===== config.mk =====
export PLATFORM = sky130hd
export DESIGN_NAME = error_rate_thresh_mon
export DESIGN_NICKNAME = d
export VERILOG_FILES = /design/src/rtl/error_rate_thresh_mon.sv
export SDC_FILE = /design/constraint.sdc
export NUM_CORES = 1
export LEC_CHECK = 0
export ABC_AREA = 0
export BUFFER_PORTS_ARGS = -buffer_cell sky130_fd_sc_hd__buf_2
export CELL_PAD_IN_SITES_DETAIL_PLACEMENT = 1
export CELL_PAD_IN_SITES_GLOBAL_PLACEMENT = 1
export CORE_ASPECT_RATIO = 2
export CORE_MARGIN = 1.5
export CORE_UTILIZATION = 47
export DETAILED_ROUTE_END_ITERATION = 8
export PLACE_DENSITY = 0.89
export SETUP_SLACK_MARGIN = 0.5
export SLEW_MARGIN = 10
export SYNTH_ARGS = -nofsm -noshare
export SYNTH_HDL_FRONTEND = slang
export SYNTH_SLANG_ARGS = --single-unit

===== constraint.sdc =====
create_clock -name clk -period 8 [get_ports clk]
set_input_delay 1.6 -clock clk [delete_from_list [all_inputs] [get_ports clk]]
set_output_delay 1.6 -clock clk [all_outputs]
set_load 0.03 [all_outputs]

===== src/rtl/error_rate_thresh_mon.sv =====
// rtl/error_rate_thresh_mon.sv - per-source leaky-window error counter with escalation FSM and W1C interrupts
module error_rate_thresh_mon #(
    parameter int NUM_SRC = 8,
    parameter int CNT_W   = 16,
    parameter int WIN_W   = 20
) (
    input  logic                     clk,
    input  logic                     rst_n,
    input  logic                     enable,
    input  logic [NUM_SRC-1:0]       err_valid,
    input  logic [2*NUM_SRC-1:0]     err_sev,
    input  logic                     cfg_load,
    input  logic [CNT_W-1:0]         cfg_warn_thr,
    input  logic [CNT_W-1:0]         cfg_fail_thr,
    input  logic [CNT_W-1:0]         cfg_hyst,
    input  logic [WIN_W-1:0]         cfg_window,
    input  logic [NUM_SRC-1:0]       clr_src,
    input  logic [NUM_SRC-1:0]       int_mask,
    input  logic [NUM_SRC-1:0]       int_clr,
    output logic [2*NUM_SRC-1:0]     src_state,
    output logic [CNT_W*NUM_SRC-1:0] src_count,
    output logic [NUM_SRC-1:0]       int_status,
    output logic                     irq,
    output logic                     sys_warn,
    output logic                     sys_fail,
    output logic                     sys_fatal,
    output logic                     win_tick
);

    typedef enum logic [1:0] {ST_OK, ST_WARN, ST_FAIL, ST_FATAL} state_t;

    localparam logic [CNT_W-1:0] CNT_MAX = '1;

    logic [CNT_W-1:0]   warn_thr_q, fail_thr_q, hyst_q;
    logic [CNT_W-1:0]   warn_lo, fail_lo;
    logic [WIN_W-1:0]   window_q, timer_q, timer_d;
    logic               win_tick_q, win_tick_d, boundary;
    logic [CNT_W-1:0]   cnt_q [NUM_SRC];
    logic [CNT_W-1:0]   cnt_d [NUM_SRC];
    logic [CNT_W-1:0]   base  [NUM_SRC];
    logic [CNT_W:0]     sum   [NUM_SRC];
    state_t             state_q [NUM_SRC];
    state_t             state_d [NUM_SRC];
    logic [NUM_SRC-1:0] int_status_q, int_status_d, esc;

    always_comb begin
        boundary   = enable && (window_q != '0) && (timer_q == window_q - WIN_W'(1));
        timer_d    = timer_q;
        win_tick_d = win_tick_q;
        if (enable) begin
            win_tick_d = boundary;
            if (cfg_load || boundary || (window_q == '0)) begin
                timer_d = '0;
            end else begin
                timer_d = timer_q + WIN_W'(1);
            end
        end
        // De-escalation thresholds floor at zero rather than wrapping
        warn_lo = (warn_thr_q > hyst_q) ? warn_thr_q - hyst_q : '0;
        fail_lo = (fail_thr_q > hyst_q) ? fail_thr_q - hyst_q : '0;
    end

    always_comb begin
        esc = '0;
        for (int i = 0; i < NUM_SRC; i++) begin
            base[i]    = boundary ? (cnt_q[i] >> 1) : cnt_q[i];
            sum[i]     = {1'b0, base[i]} + {{CNT_W{1'b0}}, err_valid[i]};
            cnt_d[i]   = cnt_q[i];
            state_d[i] = state_q[i];
            if (enable) begin
                if (clr_src[i]) begin
                    cnt_d[i]   = '0;
                    state_d[i] = ST_OK;
                end else begin
                    cnt_d[i] = sum[i][CNT_W] ? CNT_MAX : sum[i][CNT_W-1:0];
                    // FSM looks at the registered count, so it trails the count by one edge
                    case (state_q[i])
                        ST_OK: begin
                            if (cnt_q[i] >= fail_thr_q)      state_d[i] = ST_FAIL;
                            else if (cnt_q[i] >= warn_thr_q) state_d[i] = ST_WARN;
                        end
                        ST_WARN: begin
                            if (cnt_q[i] >= fail_thr_q)      state_d[i] = ST_FAIL;
                            else if (cnt_q[i] < warn_lo)     state_d[i] = ST_OK;
                        end
                        ST_FAIL: begin
                            if (err_valid[i] && (err_sev[2*i +: 2] == 2'd3)) state_d[i] = ST_FATAL;
                            else if (cnt_q[i] < fail_lo)                      state_d[i] = ST_WARN;
                        end
                        default: state_d[i] = ST_FATAL;
                    endcase
                    esc[i] = (state_d[i] > state_q[i]);
                end
            end
        end
        int_status_d = enable ? ((int_status_q & ~int_clr) | esc) : int_status_q;
    end

    always_ff @(posedge clk or negedge rst_n) begin
        if (!rst_n) begin
            warn_thr_q   <= CNT_W'(8);
            fail_thr_q   <= CNT_W'(16);
            hyst_q       <= CNT_W'(2);
            window_q     <= '0;
            timer_q      <= '0;
            win_tick_q   <= 1'b0;
            int_status_q <= '0;
            for (int i = 0; i < NUM_SRC; i++) begin
                cnt_q[i]   <= '0;
                state_q[i] <= ST_OK;
            end
        end else begin
            if (enable && cfg_load) begin
                warn_thr_q <= cfg_warn_thr;
                fail_thr_q <= cfg_fail_thr;
                hyst_q     <= cfg_hyst;
                window_q   <= cfg_window;
            end
            timer_q      <= timer_d;
            win_tick_q   <= win_tick_d;
            int_status_q <= int_status_d;
            for (int i = 0; i < NUM_SRC; i++) begin
                cnt_q[i]   <= cnt_d[i];
                state_q[i] <= state_d[i];
            end
        end
    end

    always_comb begin
        sys_warn  = 1'b0;
        sys_fail  = 1'b0;
        sys_fatal = 1'b0;
        for (int i = 0; i < NUM_SRC; i++) begin
            src_state[2*i +: 2]         = state_q[i];
            src_count[CNT_W*i +: CNT_W] = cnt_q[i];
            sys_warn  = sys_warn  | (state_q[i] != ST_OK);
            sys_fail  = sys_fail  | (state_q[i] == ST_FAIL) | (state_q[i] == ST_FATAL);
            sys_fatal = sys_fatal | (state_q[i] == ST_FATAL);
        end
    end

    assign int_status = int_status_q;
    assign irq        = |(int_status_q & int_mask);
    assign win_tick   = win_tick_q;

endmodule


==> out/metrics.cfg, run 1 <==
[die]
chipHeight_um = 354
core_region_area_um2 = 60900
start_util = 0.475
die-area_um2 = 63100
rows = 128
die_w_um = 178
pin_count = 277

[synth]
postSynth.asyncResetShare = 1.00
synthTopCellsByArea = ha_1 (24%), dfrtp_1 (21%), a21o_1 (5.6%)
synth-seq-cells = 241
dominantRegCellSynth = dfrtp_1
yosysMostFrequentCell = ha_1
synth_cell_types = 86
synth_top_area_frac = 0.244
syn_avg_cell_area_um2 = 8.45
netlist_area_um2 = 28900
synth_enable_flop_cells = 0
ys_seq_area_frac = 0.209
yosysWarnings = 0
synth_common_cells = ha_1 (563), nand2_1 (328), dfrtp_1 (238), a21oi_1 (224), a21o_1 (217)
synthCells = 3420
syn_nets = 4105
yosysTopAreaCell = ha_1

[timing]
slew_violations = 0
max_freq_ghz = 0.147
min_period_ns = 6.83
rsz0062_at_grt = no
setup_slack_ns = 1.17
finalSetupViolCount = 0
final-hold-violation-count = 0
finClkSkew_ns = 0.0310
worst_pin_slew_ns = 1.12
fin_tns_setup_ns = 0
maxSlewHeadroom = 0.251
fin_crit_sh = 0.853

[detailed_routing]
dr.max_layer_used = met5
vias_per_cell = 6.87
totalWireLength_um = 128000
detail-route-antenna-nets = 0
wl_met1_um = 43000
post_drt_wl_per_cell_um = 29.1
drt_pass1_iterations = 7
wl_met2_um = 59400
drc = 0
vias = 30161
met3WireLength_um = 11200
drtIter0Drc = 1881

[worst_setup_path]
cp_slowest_cell = nand3_1
cp_data_required_time_ns = 8.54
worstPathCellList = inv_1 > ha_1 > inv_1 > fa_1 > a21o_1 > a21oi_1 > o21ai_0 > a21oi_1 > o21ai_0 > a21boi_0 > a21oi_1 > nand3_1 > ha_1 > a21o_1 > a21o_1 > a21oi_1 > nor2_1 > a2111oi_0 > o21ai_0 > a221oi_1 > ha_1 > a21oi_1 > o21ai_0 > nand2_1
cp.arrival_ns = 7.36
crit_start = warn_thr_q[0]$_DFFE_PN0P_
rr_startpoint = warn_thr_q[0]$_DFFE_PN0P_
worst_setup_path_start_kind = flop
cpPeakStageDelay_ns = 0.79
crit_top_cell = a21oi_1
worstSetupEndpointType = flop
crit_buf_inv = 2
critPathTopFamily = compound AO/OA/AOI/OAI gates
criticalPathCategory = reg2reg
crit_path_max_fanout = 15

[global_routing]
grt_max_degree = 135
grt_pass1_vias = 31726
grtUsageTotal = 0.403
grt_pass1_wl_um = 190000
antenna_found_initial = 1
grt_overflow_total = 0

[layout]
seq_area_um2 = 6030
syn_to_final_growth_pct = 9.83
antenna_cells = 0
multi_input_area_um2 = 21600
final_cells = 4392
fillers = 7457
final_nets = 4279
drive_gt1_frac = 0.131

[clocking]
cts_resized = 0
cts_hold_buffers = 0
htreeDepth = 1
clk_latency_ns = 0.61
clock-sinks = 241
post_cts_buffers = 0
clock_path_buffers = 3
cts_tree = done
numCtsBuffers = 27
path_clk_slew_ns = 0.07
clock-root-buffer = clkbuf_16

[placement]
dp_slack_ns = 1.39
dp_hpwl_um = 91800
portBuffers = 276
gp_congestion = 0.991
placedCellCount = 4345

[pwr]
p_leak_nw = 16.9
ir_drop_mv = 0.218
power_density_nw_per_um2 = 173

[status]
status = completed

[worst_hold_path]
min_from = win_tick$_DFFE_PN0P_
hold_class = reg2reg

[run]
maxCapViolCount = 0

==> through the flow <==
step           hold WS, ns  utilization  power [W]  instance area (µm²)
2_1_floorplan        0.479            -    0.00292                28900
3_3_place_gp         0.488        0.506    0.00383                30800
3_5_place_dp         0.490        0.506    0.00395                30800
4_1_cts              0.508        0.521    0.00537                31700
5_1_grt              0.532        0.521    0.00571                31700
6_report             0.502        0.521    0.00549                31700
==> metal layers <==
layer,global-route usage,vias to the layer above
met3,0.108,724
met2,0.662,1505
met5,0,-
li1,-,13034
met1,0.409,14896
met4,0.375,2
==> registers in the layout, summed over array words and instances (netlist names) <==
| signal | cells |
|---|---|
| warn_thr_q | 16 |
| int_status | 8 |
| hyst_q | 16 |
| window_q | 20 |
| timer_q | 20 |
| src_state | 16 |
| fail_thr_q | 16 |
| win_tick | 1 |
| src_count | 128 |
==> report_power, final <==
part	switching [W]	internal, W
Clock	0.000628	0.000781
Combinational	0.00178	0.000874
Sequential	0.000138	0.00129
==> area by class of cell <==
cell class | instances | share of cell area
inverter | 128 | 0.0152
clock buffer | 33 | 0.0229
multi-input combinational | 2884 | 0.682
sequential | 241 | 0.190
timing repair buffer | 312 | 0.0528
tap | 780 | 0.0308
clock inverter | 14 | 0.00635
==> kinds of logic after synthesis <==
family / share of synthesized area
xor+xnor: 0.0658
buf+inv: 0.0427
fa+ha+maj: 0.245
mux: 0.0438
compound gates: 0.220
simple gates: 0.173
flops: 0.209
==> path summary, 6_finish.rpt <==
check                                            end  slack, ns  depth (start not counted)
max reg2reg                int_status[3]$_DFFE_PN0P_       1.17                         24
max                        int_status[3]$_DFFE_PN0P_       1.17                         24
min                             win_tick$_DFFE_PN0P_       0.50                          1
min reg2reg                     win_tick$_DFFE_PN0P_       0.50                          1
max in group asynchronous  src_count[28]$_DFFE_PN0P_       5.78                          2
min in group asynchronous  warn_thr_q[6]$_DFFE_PN0P_       0.93                          1
==> worst register-to-register path, stage by stage, from the launching register on <==
cell	delay [ns]
dfrtp_1	0.74
inv_1	0.10
ha_1	0.23
inv_1	0.07
fa_1	0.20
a21o_1	0.12
a21oi_1	0.11
o21ai_0	0.19
a21oi_1	0.15
o21ai_0	0.34
a21boi_0	0.15
a21oi_1	0.77
nand3_1	0.79
ha_1	0.57
a21o_1	0.18
a21o_1	0.17
a21oi_1	0.15
nor2_1	0.05
a2111oi_0	0.39
o21ai_0	0.21
a221oi_1	0.43
ha_1	0.32
a21oi_1	0.12
o21ai_0	0.11
nand2_1	0.07
==> placed cells by master, fill, tap and decap left out, types with 8 or more instances in the layout <==
master	count
a2111oi_0	16
a211o_1	12
a211oi_1	79
a21o_1	217
a21oi_1	224
a22oi_1	11
a31oi_1	24
a41oi_1	8
and2_1	16
and3_1	47
and4_1	13
buf_2	274
buf_4	36
clkbuf_16	27
dfrtp_1	238
ha_1	563
inv_1	127
mux2_2	90
mux2i_1	24
nand2_1	327
nand2b_1	40
nand3_1	135
nand3b_1	10
nand4_1	93
nor2_1	149
nor2b_1	44
nor3_1	50
nor4_1	26
o2111ai_1	8
o211ai_1	25
o21a_1	23
o21ai_0	160
o21ai_1	66
o22ai_1	11
o2bb2ai_1	13
o31ai_1	17
or3_1	18
or4_1	10
xnor2_1	111
xor2_1	106
Note: power is estimated with default switching activity, not from simulation.
==> inputs of run 2 (changes only) <==
--- a/config.mk
+++ b/config.mk
@@ -7,12 +7,13 @@
 export LEC_CHECK = 0
 export ABC_AREA = 0
-export BUFFER_PORTS_ARGS = -buffer_cell sky130_fd_sc_hd__buf_2
+export CAP_MARGIN = 20
 export CELL_PAD_IN_SITES_DETAIL_PLACEMENT = 1
 export CELL_PAD_IN_SITES_GLOBAL_PLACEMENT = 1
 export CORE_ASPECT_RATIO = 2
 export CORE_MARGIN = 1.5
-export CORE_UTILIZATION = 47
+export CORE_UTILIZATION = 50
 export DETAILED_ROUTE_END_ITERATION = 8
-export PLACE_DENSITY = 0.89
+export DONT_BUFFER_PORTS = 1
+export PLACE_DENSITY = 0.88
 export SETUP_SLACK_MARGIN = 0.5
 export SLEW_MARGIN = 10
==> constraint.sdc (replaced) <==
create_clock -name clk -period 8 [get_ports clk]
set_input_delay 0.8 -clock clk [delete_from_list [all_inputs] [get_ports clk]]
set_output_delay 0.8 -clock clk [all_outputs]
set_load 0.03 [all_outputs]
==> run 2 against run 1 <==
  * Clock-buffer cell count rose by 4
  * First-iteration DRC count is 0.16% higher
  * Routed wire length fell by 0.52%
  * Sequential share of layout area rose by 0.73 points
  * Design area is 3.7% lower
  * Highest routed layer unchanged
==> out/metrics.cfg, run 2 (same netlist as run 1, synthesis figures left out) <==
[die]
start_util = 0.506
die_w_um = 173
core_region_area_um2 = 57100
die-area_um2 = 59300
rows = 124
chipHeight_um = 343
pin_count = 277

[worst_setup_path]
cp_data_required_time_ns = 8.43
worst_setup_path_start_kind = flop
criticalPathCategory = reg2reg
crit_path_max_fanout = 8
cp_slowest_cell = o21ai_0
worstSetupEndpointType = flop
cpPeakStageDelay_ns = 0.71
cp.arrival_ns = 7.27
crit_top_cell = o21ai_0
worstPathCellList = inv_1 > ha_1 > nor2b_1 > o21ai_0 > a21oi_1 > o21ai_0 > a31oi_1 > a211o_1 > o41ai_1 > o21ai_0 > xor2_1 > nand2_1 > ha_1 > nand4_1 > nor2_1 > o2111ai_1 > a21oi_1 > nor3_1 > a21oi_1 > ha_1 > nor2b_1 > o21ai_0 > nand2_1

[detailed_routing]
post_drt_wl_per_cell_um = 30.9
drc = 0
totalWireLength_um = 127000
vias = 29161
detail-route-antenna-nets = 0
drtIter0Drc = 1884
vias_per_cell = 7.07
drt_pass1_iterations = 5

[timing]
slew_violations = 0
hold_slack_ns = 0.0300
fin_tns_setup_ns = 0
fin_crit_sh = 0.854
final-hold-violation-count = 0
max_freq_ghz = 0.146
finClkSkew_ns = 0.0139
finalSetupViolCount = 0
worst_pin_slew_ns = 1.14
rsz0062_at_grt = no
min_period_ns = 6.83
maxSlewHeadroom = 0.240

[clocking]
cts_tree = done
clock-root-buffer = clkbuf_16
htreeDepth = 1
post_cts_buffers = 0
clk_latency_ns = 0.61
clock-sinks = 241
numCtsBuffers = 26
clock_path_buffers = 3
cts_hold_buffers = 1
cts_resized = 0
path_clk_slew_ns = 0.07

[global_routing]
antenna_found_initial = 7
grt_pass1_wl_um = 190000
grt_pass1_vias = 31963
grtUsageTotal = 0.422
grt_max_degree = 239
grt_overflow_total = 0

[worst_hold_path]
hold_class = in2async

[layout]
largest_reg_flops = 128
seq_area_um2 = 6030
syn_to_final_growth_pct = 5.79
fillers = 6909
multi_input_area_um2 = 21600
drive_gt1_frac = 0.0669
final_nets = 4031
layout_commonest_cell = ha_1
final_cell_mix = ha_1 (563), nand2_1 (327), dfrtp_1 (238), a21oi_1 (224), a21o_1 (217)

[pwr]
ir_drop_mv = 0.199
power_density_nw_per_um2 = 177
p_leak_nw = 15.7

[run]
maxCapViolCount = 0

[status]
status = completed

[placement]
portBuffers = 0
gp_congestion = 0.967
dp_hpwl_um = 93300

## run 2: routing by layer
metal	vias to the layer above	global-route usage	part of all wire
met4	6	0.441	0.12
met5	-	0	0.00032
met2	1498	0.707	0.47
met1	14363	0.401	0.32
met3	756	0.128	0.089
li1	12538	-	-
## run 2: final cells by class
| cell class | instances | area share |
|---|---|---|
| timing repair buffer | 65 | 0.0173 |
| tap | 756 | 0.0309 |
| inverter | 128 | 0.0158 |
| clock buffer | 37 | 0.0253 |
| multi-input combinational | 2884 | 0.708 |
| clock inverter | 10 | 0.00520 |
| antenna | 4 | 0.000327 |
| sequential | 241 | 0.197 |
## run 2: critical path: cells and delay by family (launching register included)
| kind | cells | cell delay [ns] |
|---|---|---|
| compound gates | 11 | 3.28 |
| simple gates | 7 | 1.34 |
| fa+ha+maj | 3 | 1.17 |
| flops | 1 | 0.53 |
| xor+xnor | 1 | 0.21 |
| buf+inv | 1 | 0.12 |
## run 2: where the power goes
group	leakage [nW]	internal, W	total [W]	switching (W)
sequential	3.20	0.00129	0.00144	0.000154
clock	0.454	0.000800	0.00139	0.000594
combinational	12.1	0.000854	0.00256	0.00171
## run 2: final timing paths
path                                       start                   endpoint  slack, ns  cells after the start
max                        hyst_q[1]$_DFFE_PN1P_  int_status[4]$_DFFE_PN0P_       1.17                     23
min                                        rst_n  warn_thr_q[3]$_DFFE_PN1P_       0.03                      0
max reg2reg                hyst_q[1]$_DFFE_PN1P_  int_status[4]$_DFFE_PN0P_       1.17                     23
min reg2reg                hyst_q[8]$_DFFE_PN0P_      hyst_q[8]$_DFFE_PN0P_       0.51                      1
max in group asynchronous                  rst_n   src_count[1]$_DFFE_PN0P_       6.59                      2
min in group clk                      clr_src[1]  src_count[17]$_DFFE_PN0P_       0.28                      1
## run 2: stage by stage
step           cell area, µm²  setup slack, ns  power [W]   util  instances
6_report                30600             1.17    0.00540  0.535       4125
5_1_grt                 30600            0.879    0.00565  0.535       4121
3_3_place_gp            29600             1.74    0.00372  0.518       4072
2_1_floorplan           28900             2.37    0.00292      -       3420
4_1_cts                 30500             1.51    0.00531  0.535       4120
3_5_place_dp            29600             1.55    0.00388  0.518       4072
